--- src/rtl/somador_subtrator_pipe_if.sv ---
`default_nettype none
// ============================================================================
// Module      : somador_subtrator_pipe_if
// Description : Handshake and data bundle for the pipelined adder/subtractor.
//               Input side : in_valid/in_ready, subtraindo, A, B.
//               Output side: out_valid/out_ready, S, cout, zero, negative,
//                            overflow.
//               master = producer of operations / consumer of results.
//               slave  = the pipelined adder itself.
// Revision    : 1.0 - initial release
// ============================================================================
interface somador_subtrator_pipe_if #(
    parameter int BITS = 64
);
    logic            in_valid;
    logic            in_ready;
    logic            subtraindo;
    logic [BITS-1:0] A;
    logic [BITS-1:0] B;
    logic            out_valid;
    logic            out_ready;
    logic [BITS-1:0] S;
    logic            cout;
    logic            zero;
    logic            negative;
    logic            overflow;

    modport master (
        output in_valid, subtraindo, A, B, out_ready,
        input  in_ready, out_valid, S, cout, zero, negative, overflow
    );

    modport slave (
        input  in_valid, subtraindo, A, B, out_ready,
        output in_ready, out_valid, S, cout, zero, negative, overflow
    );
endinterface
`default_nettype wire

--- src/rtl/somador_subtrator_pipe.sv ---
`default_nettype none
// ============================================================================
// Module      : somador_subtrator_pipe
// Description : Pipelined BITS-wide adder/subtractor. The carry chain is cut
//               into STAGES chunks of W = BITS/STAGES bits; stage k sums
//               chunk k using the registered carry from stage k-1. Unsummed
//               operand chunks and already-summed result chunks travel with
//               each operation. A global advance signal stalls every stage
//               when the output is held.
// Ports       : clk   - clock, rising edge
//               rst_n - asynchronous active-low reset
//               bus   - slave modport: in_valid/in_ready, subtraindo, A, B,
//                       out_valid/out_ready, S, cout, zero, negative,
//                       overflow
// Revision    : 1.0 - initial release
// ============================================================================
module somador_subtrator_pipe #(
    parameter int BITS   = 64,
    parameter int STAGES = 4
) (
    input  logic                     clk,
    input  logic                     rst_n,
    somador_subtrator_pipe_if.slave  bus
);
    localparam int W = BITS / STAGES;

    if (BITS < 2 || STAGES < 1 || (BITS % STAGES) != 0) begin : g_param_check
        $error("somador_subtrator_pipe: BITS must be >= 2 and divisible by STAGES");
    end

    logic            w_adv;
    logic [BITS-1:0] w_b_eff;

    // The whole pipe moves together: it advances unless the result is held.
    assign w_adv        = bus.out_ready || !bus.out_valid;
    assign bus.in_ready = w_adv;

    // Subtraction is A + ~B + 1; the +1 enters as the carry-in of stage 0.
    assign w_b_eff = bus.subtraindo ? ~bus.B : bus.B;

    // Each stage register packs {A_rem, B_rem, S_done}: the operand chunks
    // still to be summed and the result chunks already produced. Entering
    // stage k there are REMI = BITS-k*W operand bits left, so the vector is
    // BITS+REMI wide; the final stage register holds just the full sum.
    for (genvar k = 0; k < STAGES; k++) begin : g_stage
        localparam int DONEI = k * W;
        localparam int REMI  = BITS - DONEI;
        localparam int REMO  = REMI - W;

        logic [BITS+REMI-1:0] w_src;
        logic                 w_v_src;
        logic                 w_c_src;
        logic [W-1:0]         w_a_chk;
        logic [W-1:0]         w_b_chk;
        logic [W:0]           w_sum;
        logic [BITS+REMO-1:0] w_nxt;

        logic                 r_v;
        logic                 r_c;
        logic [BITS+REMO-1:0] r_abs;

        if (k == 0) begin : g_head
            assign w_src   = {bus.A, w_b_eff};
            assign w_v_src = bus.in_valid;
            assign w_c_src = bus.subtraindo;
        end else begin : g_body
            assign w_src   = g_stage[k-1].r_abs;
            assign w_v_src = g_stage[k-1].r_v;
            assign w_c_src = g_stage[k-1].r_c;
        end

        assign w_a_chk = w_src[BITS +: W];
        assign w_b_chk = w_src[DONEI +: W];
        assign w_sum   = {1'b0, w_a_chk} + {1'b0, w_b_chk} + {{W{1'b0}}, w_c_src};

        // Keep finished chunks in place, drop the new chunk in above them,
        // keep the upper B chunks in place and slide the upper A chunks
        // down by W so A_rem always starts at bit BITS.
        always_comb begin
            w_nxt = '0;
            for (int i = 0; i < DONEI; i++) begin
                w_nxt[i] = w_src[i];
            end
            for (int i = 0; i < W; i++) begin
                w_nxt[DONEI+i] = w_sum[i];
            end
            for (int i = 0; i < REMO; i++) begin
                w_nxt[DONEI+W+i]      = w_src[DONEI+W+i];
                w_nxt[DONEI+W+REMO+i] = w_src[BITS+W+i];
            end
        end

        // Data only loads with a valid operation so bubbles never disturb
        // the held contents and undriven inputs cannot leak X downstream.
        always_ff @(posedge clk or negedge rst_n) begin
            if (!rst_n) begin
                r_v   <= 1'b0;
                r_c   <= 1'b0;
                r_abs <= '0;
            end else if (w_adv) begin
                r_v <= w_v_src;
                if (w_v_src) begin
                    r_c   <= w_sum[W];
                    r_abs <= w_nxt;
                end
            end
        end
    end

    logic            w_last_v;
    logic [BITS-1:0] w_last_s;
    logic            w_last_cin_top;
    logic            w_last_ovf;
    logic            r_zero;
    logic            r_ovf;

    assign w_last_v = g_stage[STAGES-1].w_v_src;
    assign w_last_s = g_stage[STAGES-1].w_nxt;

    // Carry into bit BITS-1 recovered from the top bit of the final chunk:
    // sum = a ^ b ^ carry_in for that bit.
    assign w_last_cin_top = g_stage[STAGES-1].w_sum[W-1]
                          ^ g_stage[STAGES-1].w_a_chk[W-1]
                          ^ g_stage[STAGES-1].w_b_chk[W-1];
    assign w_last_ovf     = w_last_cin_top ^ g_stage[STAGES-1].w_sum[W];

    always_ff @(posedge clk or negedge rst_n) begin
        if (!rst_n) begin
            r_zero <= 1'b0;
            r_ovf  <= 1'b0;
        end else if (w_adv && w_last_v) begin
            r_zero <= (w_last_s == '0);
            r_ovf  <= w_last_ovf;
        end
    end

    assign bus.out_valid = g_stage[STAGES-1].r_v;
    assign bus.S         = g_stage[STAGES-1].r_abs;
    assign bus.cout      = g_stage[STAGES-1].r_c;
    assign bus.negative  = g_stage[STAGES-1].r_abs[BITS-1];
    assign bus.zero      = r_zero;
    assign bus.overflow  = r_ovf;

endmodule
`default_nettype wire

--- src/flat_wrapper.sv ---
// flat-port wrapper written by rule: the top's interface ports become plain ports
module somador_subtrator_pipe_flat 
#(
    parameter int BITS   = 64,
    parameter int STAGES = 4
)
  (clk, rst_n, bus_in_valid, bus_subtraindo, bus_A, bus_B, bus_out_ready, bus_in_ready, bus_out_valid, bus_S, bus_cout, bus_zero, bus_negative, bus_overflow);
  somador_subtrator_pipe_if #(.BITS(BITS)) bus_i ();
  input  logic clk;
  input  logic rst_n;
  input wire logic [$bits(bus_i.in_valid)-1:0] bus_in_valid;
  input wire logic [$bits(bus_i.subtraindo)-1:0] bus_subtraindo;
  input wire logic [$bits(bus_i.A)-1:0] bus_A;
  input wire logic [$bits(bus_i.B)-1:0] bus_B;
  input wire logic [$bits(bus_i.out_ready)-1:0] bus_out_ready;
  output wire logic [$bits(bus_i.in_ready)-1:0] bus_in_ready;
  output wire logic [$bits(bus_i.out_valid)-1:0] bus_out_valid;
  output wire logic [$bits(bus_i.S)-1:0] bus_S;
  output wire logic [$bits(bus_i.cout)-1:0] bus_cout;
  output wire logic [$bits(bus_i.zero)-1:0] bus_zero;
  output wire logic [$bits(bus_i.negative)-1:0] bus_negative;
  output wire logic [$bits(bus_i.overflow)-1:0] bus_overflow;
  assign bus_i.in_valid = bus_in_valid;
  assign bus_i.subtraindo = bus_subtraindo;
  assign bus_i.A = bus_A;
  assign bus_i.B = bus_B;
  assign bus_i.out_ready = bus_out_ready;
  assign bus_in_ready = bus_i.in_ready;
  assign bus_out_valid = bus_i.out_valid;
  assign bus_S = bus_i.S;
  assign bus_cout = bus_i.cout;
  assign bus_zero = bus_i.zero;
  assign bus_negative = bus_i.negative;
  assign bus_overflow = bus_i.overflow;
  somador_subtrator_pipe #(.BITS(BITS), .STAGES(STAGES)) u_core (.clk(clk), .rst_n(rst_n), .bus(bus_i));
endmodule
--- config.mk ---
export PLATFORM = sky130hd
export DESIGN_NAME = somador_subtrator_pipe_flat
export DESIGN_NICKNAME = d
export VERILOG_FILES = /design/src/rtl/somador_subtrator_pipe_if.sv /design/src/rtl/somador_subtrator_pipe.sv /design/src/flat_wrapper.sv
export SDC_FILE = /design/constraint.sdc
export NUM_CORES = 1
export LEC_CHECK = 0
export BUFFER_PORTS_ARGS = -buffer_cell sky130_fd_sc_hd__clkbuf_2
export CAP_MARGIN = 10
export CORE_MARGIN = 8
export CORE_UTILIZATION = 58
export DETAILED_ROUTE_END_ITERATION = 8
export PLACE_DENSITY_LB_ADDON = 0.05
export SLEW_MARGIN = 20
export SYNTH_ARGS = -nofsm -noshare
export SYNTH_HDL_FRONTEND = slang
export SYNTH_SLANG_ARGS = --single-unit
--- constraint.sdc ---
create_clock -name clk -period 3.7 [get_ports clk]
set_clock_uncertainty 0.2 [all_clocks]
set_input_delay 0.74 -clock clk [delete_from_list [all_inputs] [get_ports clk]]
set_output_delay 0.74 -clock clk [all_outputs]
set_load 0.02 [all_outputs]
After elaboration in Yosys (flattened, before gate mapping). Index checks and enable logic that the tools add are counted.

$add $sub $neg: 8. Mux-type cells: 1. Bitwise operators: 4. Reductions and logical operators: 8.

Operators by type and width (count): 16-bit by 16-bit adder with 17-bit output (4); 17-bit by 1-bit adder with 17-bit output (4); 64-bit logical NOT (1); 64-bit two-way mux (1); 64-bit inverter (1); 2-bit AND reduction (4); 1-bit XOR (3); 1-bit logical AND (1); 1-bit logical NOT (1); 1-bit logical OR (1).

Register bits after elaboration: 362. Input bits: 133. Output and inout port bits: 70. Logic and storage cells: 35.

Longest topological paths before layout. Gate-level depths: netlist (run 1).

Depth after elaboration: 5. Mapped depth: 13. Mapped depth without buffers: 13.

Worst setup path before layout (run 1). Ideal clock, no wire load.

Kind: input-to-reg. From: input port bus_subtraindo. To: register u_core.g_stage[0].r_abs[12]. Setup time: 130 ps. Data arrival time: 3578 ps. Required time: 3370 ps. Setup slack: -208 ps. Stages: 13. Buffers on the path: 2. Cells stage by stage: buf_2 -> buf_1 -> xor2_1 -> fa_1 -> a21o_1 -> a21oi_1 -> nor2b_1 -> o21a_1 -> o41ai_2 -> nor2_1 -> o32ai_1 -> xor2_1 -> o21ai_1.

Word-level cells in the longest chain between the ends: 3.

Ends and longest elaborated chain: start, declared (line flat_wrapper.sv:12) `input wire logic [$bits(bus_i.subtraindo)-1:0] bus_subtraindo;`; 64-bit two-way mux (line somador_subtrator_pipe.sv:39) `assign w_b_eff = bus.subtraindo ? ~bus.B : bus.B;`; 16-bit by 16-bit adder with 17-bit output (line somador_subtrator_pipe.sv:74) `assign w_sum = {1'b0, w_a_chk} + {1'b0, w_b_chk} + {{W{1'b0}}, w_c_src};`; 17-bit by 1-bit adder with 17-bit output * (line somador_subtrator_pipe.sv:74); end signal, assigned (line somador_subtrator_pipe.sv:104) `r_abs <= w_nxt;`; end, declared (line somador_subtrator_pipe.sv:60) `logic [BITS+REMO-1:0] r_abs;`.

Mark *: on every way between the ends. The rest lies on a longest branch, timed or not. A chain may end at the register's enable or synchronous reset.

Worst setup path in the final report (run 1).
From: register u_core.g_stage[2].r_abs[48]. To: register u_core.r_ovf, in the netlist u_core.bus.overflow.

Word-level cells in the longest chain between the ends: 5.

Ends and longest elaborated chain: start, declared (line somador_subtrator_pipe.sv:60); start signal, assigned (line somador_subtrator_pipe.sv:104); 16-bit by 16-bit adder with 17-bit output * (line somador_subtrator_pipe.sv:74); 17-bit by 1-bit adder with 17-bit output * (line somador_subtrator_pipe.sv:74); 1-bit XOR (line somador_subtrator_pipe.sv:123) `^ g_stage[STAGES-1].w_a_chk[W-1]`; 1-bit XOR (line somador_subtrator_pipe.sv:124) `^ g_stage[STAGES-1].w_b_chk[W-1];`; 1-bit XOR * (line somador_subtrator_pipe.sv:125) `assign w_last_ovf = w_last_cin_top ^ g_stage[STAGES-1].w_sum[W];`; end signal, assigned (line somador_subtrator_pipe.sv:133) `r_ovf <= w_last_ovf;`; end, declared (line somador_subtrator_pipe.sv:115) `logic r_ovf;`.

Marks and branches as above.

==> metrics.txt, run 1 <==
CP max FO=3; DP Worst Slack=around 30 ps; deepest clock path buffer count=3; clock-pin slew on the worst setup and hold paths=60 ps; FFs w/ async S/R, synth=100.0%; WL/cell=around 17 um; layout cell share with drive strength beyond 1=a little over a third; yosys warns=0; global-route wire length before repair=56870 um; leakage=9.119 nW; Antenna Diode Count=0; DR vias/cell=about 5.4; I/O Buffers=202; predominant post-synthesis flop cell=dfrtp_1; vias in the first global route=11166; max-slew violation count=0; chip height=185.2 um; Mapped Nets=1551; total wire length=34260 um; Critical Path Source Type=flop; die area=between 0.03 and 0.04 mm^2; Initial Utilization=between 50 and 60%; final period utilization=95.88%; crit end category=flop; Post-Place Cell Area=approximately 0.018 mm^2; Met1 Wirelength=15740 um; via count=10528; hold crit path type=in -> async; Top Metal Used=met4; Worst Slack Setup Final=152.6 ps; row count=62; Gate Count Post-Synth=1351; GP Congestion=0.8541; largest net degree at the start of global routing=89; PD cells=940.1 mW/mm^2; iteration count of the initial detailed-routing pass=4; Worst Max-Slew Pin Slew=965.7 ps; met2 wire len=16480 um; io pins=203; Antenna Nets Post-Route=0; Post-synth EDFFs=0; status=finished, final reports clean; Clk Latency, worst-skew pair=520 ps; Cell variety after synth=68; clk sink count=362; CP arrival=about 3700 ps; HPWL after detailed placement=24700 um; number of fill cells=2192; Final setup viols=0; Netlist Area Pre-Place=0.01661 mm^2; Placed Cells=1900; Post-CTS Hold Buffers=0; hold slack=53.16 ps; CTS H-tree lvls=2; Area Overhead vs Synth=17.75%; clock root buffer=clkbuf_16; gr usage total=20.48%; Design Area, Final=0.01956 mm^2; DRC Markers=0; CTS tree=done; Max stage delay on crit path=470 ps; VDD IR max=0.4551 mV; grt total ovfl=0; Slew headroom=35.62%; Chip Width=185.2 um; Non-Filler Instances=1967; nets=1756; Setup Fix Bufs, Post-CTS=0; Final Critical Period=between 3000 and 4000 ps; CTS buffer count=38; Avg Cell Area, Syn=around 12 um^2; core area=between 0.02 and 0.03 mm^2; cell at the slowest stage of the critical path=fa_1; fmax=281.9 MHz; sequential share of the synthesized area=54.55%; met3 WL=about 1300 um; drt first-iter violations=500; Core Util, Final=68.69%; #FFs+latches synth=362; setup TNS=0 ps; WP data required=3890 ps; critical-path cell list=fa_1, fa_1, a211o_1, o211ai_1, a21boi_2, nor4_2, o31ai_2, nor4_2, nor3_4, xnor3_1, mux2_4; total of max-cap violations=0; Total Power=approximately 18 mW; initial antenna violation count=0; final hold violations=0; Setup CP Type=reg -> reg
-- Yosys cell counts, types with 3 or more instances --
cell | count | area (um^2)
a21oi_1 | 36 | 180.2
nor3_1 | 15 | 75.07
ha_1 | 60 | 750.7
or2_2 | 3 | 18.77
nor2b_1 | 5 | 31.28
a21o_1 | 13 | 97.59
o21bai_1 | 6 | 45.04
nand4_1 | 5 | 31.28
nand2b_1 | 7 | 43.79
o21a_1 | 7 | 52.55
a211oi_1 | 4 | 30.03
o31ai_1 | 3 | 22.52
nor4_1 | 15 | 93.84
fa_1 | 7 | 140.1
o21ai_0 | 101 | 505.5
and3_1 | 3 | 18.77
o2111ai_1 | 3 | 26.28
o21ai_1 | 21 | 105.1
nor2_1 | 38 | 142.6
or3_1 | 3 | 18.77
xnor2_1 | 77 | 674.4
and2_1 | 5 | 31.28
xor2_1 | 38 | 332.8
nand2_1 | 130 | 488.0
inv_1 | 25 | 93.84
dfrtp_1 | 362 | 9059
nand3_1 | 10 | 50.05
buf_1 | 14 | 52.55
clkbuf_1 | 42 | 157.7
mux2_2 | 249 | 2804
-- repair_timing --
action | 4_1_cts | 5_1_grt
endpoints found under the hold margin | 0 | 0
endpoints found under the setup margin | 0 | 1
gates resized for setup | 0 | 1
-- where the power goes --
part / leakage (nW) / internal, mW / switching (mW)
clock network: 0.661 / 2.49 / 1.48
logic: 4.07 / 3.66 / 3.90
registers: 4.39 / 5.73 / 1.12
-- path summary, 6_finish.rpt --
| check | depth (start not counted) | slack (ps) | endpoint | start |
|---|---|---|---|---|
| worst max-delay path | 11 | 150 | u_core.bus.overflow | u_core.g_stage[2].r_abs[48] |
| worst min-delay path | 1 | 50 | u_core.g_stage[0].r_abs[41] | rst_n |
| worst max register to register | 11 | 150 | u_core.bus.overflow | u_core.g_stage[2].r_abs[48] |
| worst min register to register | 2 | 270 | u_core.g_stage[1].r_abs[24] | u_core.g_stage[1].r_abs[24] |
| max in group asynchronous | 2 | 2320 | u_core.bus.S[3] | rst_n |
| min in group clk | 2 | 260 | u_core.g_stage[0].r_abs[106] | bus_A[58] |
-- registers in the layout, summed over array words and instances, names as in the netlist --
signal and flops:
u_core.g_stage.r_c 3, u_core.bus.S 64, u_core.g_stage.r_abs 288, u_core.g_stage.r_v 3, u_core.bus.zero 1, u_core.bus.cout 1, u_core.bus.overflow 1, u_core.bus.out_valid 1
-- critical path: cells and delay by family (launching register included) --
kind / cells / cell delay, ps
and+or+nand+nor: 3 / 570
adders and majority gates: 2 / 910
muxes: 1 / 270
xor gates and xnor gates: 1 / 340
AOI/OAI and AO/OA: 4 / 740
DFF: 1 / 400
-- cells by family (layout without fill, tap and decap cells) --
logic type      Yosys count  after routing  share of synthesized area, %
mux                     251            251                         17.03
simple gates            247            247                         6.751
fa+ha+maj                67             67                         5.364
compound gates          224            224                         8.174
flops                   362            362                         54.55
xor+xnor                116            116                         6.201
buf+inv                  84            316                         1.929
-- routing by layer --
| layer | up-vias | track usage (%) |
|---|---|---|
| met2 | 181 | 33.92 |
| met4 | 0 | 5.570 |
| met1 | 5140 | 27.84 |
| met3 | 57 | 3.158 |
| met5 | - | 0 |
| li1 | 5150 | - |
-- cell type report --
| type | instances | area, um^2 | share of cell area, % |
|---|---|---|---|
| sequential | 362 | 9059 | 46.32 |
| tap | 384 | 480.5 | 2.457 |
| inverter | 26 | 97.59 | 0.4991 |
| multi-input combinational | 905 | 7264 | 37.15 |
| timing repair buffer | 223 | 1319 | 6.744 |
| clock inverter | 9 | 145.1 | 0.7422 |
| clock buffer | 58 | 1190 | 6.085 |
-- cell usage in the layout, fill, tap and decap left out, drive strengths merged, types with 7 or more instances in the layout --
master  synthesis  layout
nand2b          7       7
ha             60      60
nand2         130     130
a21o           13      13
nor2           38      38
nor3           16      16
nand3          10      10
o21ai         122     122
xnor2          77      77
buf            16      23
mux2          250     250
dfrtp         362     362
o21a            7       7
fa              7       7
inv            25      25
nor4           16      16
xor2           38      38
clkbuf         42     258
a21oi          37      37
Power figures use the tool's default switching activity.
==> inputs of run 2 (changes only) <==
--- a/config.mk
+++ b/config.mk
@@ -10,8 +10,8 @@
 export CORE_MARGIN = 8
 export CORE_UTILIZATION = 58
 export DETAILED_ROUTE_END_ITERATION = 8
-export PLACE_DENSITY_LB_ADDON = 0.05
-export SLEW_MARGIN = 20
+export PLACE_DENSITY = 0.79
+export SLEW_MARGIN = 40
 export SYNTH_ARGS = -nofsm -noshare
 export SYNTH_HDL_FRONTEND = slang
 export SYNTH_SLANG_ARGS = --single-unit
==> run 2 against run 1 <==
Sequential power about the same. Combinational power is 0.9% higher. Hold slack worse by 27 ps. Global-route usage hardly changed. First-iteration DRC count up 13%. Via count is 1.5% higher. Wire length increased by 0.39%. Worst setup slack improved by 57 ps. Critical endpoint unchanged.
==> metrics.txt, run 2 (synthesized netlist as in run 1, its figures left out) <==
grt total ovfl=0; core area=0.02847 mm^2; clk sink count=362; DR vias/cell=5.412; Clk Latency, worst-skew pair=510 ps; total wire length=34390 um; Critical Path Source Type=flop; die area=about 0.034 mm^2; layout cell share with drive strength beyond 1=35.41%; GP Congestion=just under 0.9; Worst Slack Setup Final=209.3 ps; status=finished, final reports clean; CTS H-tree lvls=2; RR Startpoint=u_core.g_stage[2].r_c; io pins=203; row count=62; CTS buffer count=38; PD cells=947.4 mW/mm^2; RSZ-0062 raised after global routing=no; total of max-cap violations=0; Sequential cell area=0.009059 mm^2; Chip Width=185.2 um; highest-count cells in the layout ignoring fill and taps=dfrtp_1, mux2_2, clkbuf_2; gr usage total=20.47%; CP max FO=3; Non-Filler Instances=~2000; Seq pwr share=37.0%; area occupied by multi-input gates=0.007273 mm^2; DP Worst Slack=-69.60 ps; Internal Pwr Total=~12 mW; deepest clock path buffer count=3; final period utilization=94.34%; nets=1761; Antenna Nets Post-Route=0; CTS tree=done; WL/cell=roughly 17 um; global-route wire length before repair=between 50000 and 60000 um; Post-CTS Hold Buffers=0; Sw Ratio=a little over a third; max-slew violation count=0; Antenna Diode Count=0; fmax=286.5 MHz; critical-path cell list=fa_2, fa_2, a211o_1, o211ai_1, a21boi_2, nor4_4, o31ai_2, nor4_2, nor3_4, xnor3_1, mux2_4; Slew headroom=a little over half; HPWL after detailed placement=roughly 24000 um; max reg flops=approximately 290; initial antenna violation count=0; clock root buffer=clkbuf_16; VDD IR max=0.4720 mV; hold crit path type=in -> async; crit end category=flop; clock-pin slew on the worst setup and hold paths=approximately 60 ps; chip height=roughly 190 um; largest net degree at the start of global routing=a little over 100; Worst Max-Slew Pin Slew=682.1 ps; number of fill cells=2050; reg-to-reg endpoint=u_core.bus.overflow; Most common cell on crit path=fa_2; combinational share of power=41.1%; iteration count of the initial detailed-routing pass=7; WP data required=between 3000 and 4000 ps; vias in the first global route=about 11000; final hold violations=0; Placed Cells=1903; Final Critical Period=3491 ps; Largest Register=u_core.g_stage.r_abs; via count=approximately 11000; drt first-iter violations=about 570; Final setup viols=0; Setup CP Type=reg -> reg; Initial Utilization=between 50% and 60%; Clock power frac=between 20% and 30%; I/O Buffers=202; Area Overhead vs Synth=18.11%; cell at the slowest stage of the critical path=fa_2; flop2flop setup slack=210 ps; CP arrival=roughly 3700 ps; R2R depth=11; Max stage delay on crit path=roughly 410 ps; Psw=6.571 mW; leakage=between 9 and 10 nW; DRC Markers=0; most common cell after layout, fill and taps aside=dfrtp_1
run 2: changes by cell type in the layout (fill, tap and decap cells not counted), moves of 2 or more:
| cell | delta |
|---|---|
| fa_2 | +2 |
| fa_1 | -2 |
| clkbuf_1 | -2 |
| buf_4 | +7 |
| bufinv_16 | +2 |
| clkbuf_16 | -2 |
| buf_12 | -2 |
run 2: worst max path at each step:
| stage | start | end | slack [ps] | cells after the start |
|---|---|---|---|---|
| after detailed placement | u_core.g_stage[2].r_abs[48] | u_core.bus.overflow | -70 | 11 |
| after global placement | bus_B[0] | u_core.g_stage[0].r_c | 70 | 12 |
| after CTS | u_core.g_stage[2].r_abs[48] | u_core.bus.overflow | 40 | 11 |
| after floorplan | bus_subtraindo | u_core.g_stage[0].r_abs[12] | 40 | 13 |
| after global routing | u_core.g_stage[2].r_c | u_core.bus.overflow | 70 | 11 |
| final | u_core.g_stage[2].r_c | u_core.bus.overflow | 210 | 11 |
run 2: critical path, delay by kind of cell, from the launching register on:
family | cells | cell delay [ps]
adder cells (fa/ha/maj) | 2 | 810
AO/OA/AOI/OAI | 4 | 780
AND/OR/NAND/NOR | 3 | 740
flip-flops | 1 | 400
multiplexers | 1 | 260
XOR/XNOR | 1 | 200
run 2: metal layers:
metal	vias to the layer above	share of wire, %	track usage, %
met3	51	4.5	3.550
met4	0	2.6	6.306
li1	5174	-	-
met2	217	49	34.51
met1	5241	44	26.78
met5	-	0	0
run 2: repair_timing:
item,4_1_cts,5_1_grt
gates resized for setup,1,3
setup endpoints to repair,1,1
pin swaps,0,7
buffers inserted,0,2
run 2: metrics by stage:
step	total power, mW	area, um^2	utilization, %	TNS (ps)	hold WS [ps]
6_report	18.58	19620	68.90	0	25.89
2_1_floorplan	12.31	16610	-	0	239.3
3_5_place_dp	14.45	18210	63.95	-78.18	268.9
5_1_grt	19.87	19620	68.90	0	78.56
4_1_cts	18.67	19590	68.80	0	42.91
3_3_place_gp	14.12	18210	63.95	0	259.4
run 2: layout make-up:
type | count | area share [%]
clock inverter | 14 | 1.161
inverter | 26 | 0.4975
clock buffer | 55 | 5.843
sequential | 362 | 46.18
tap | 384 | 2.449
multi-input combinational | 905 | 37.08
timing repair buffer | 228 | 6.787
run 2: power by group through the flow:
stage,registers (mW),clock network (mW),logic (mW)
final,6.87,4.08,7.63
after global routing,7.08,4.34,8.45
after CTS,6.88,4.17,7.62
after detailed placement,6.92,0,7.53
after global placement,6.85,0,7.27
after floorplan,6.91,0,5.40
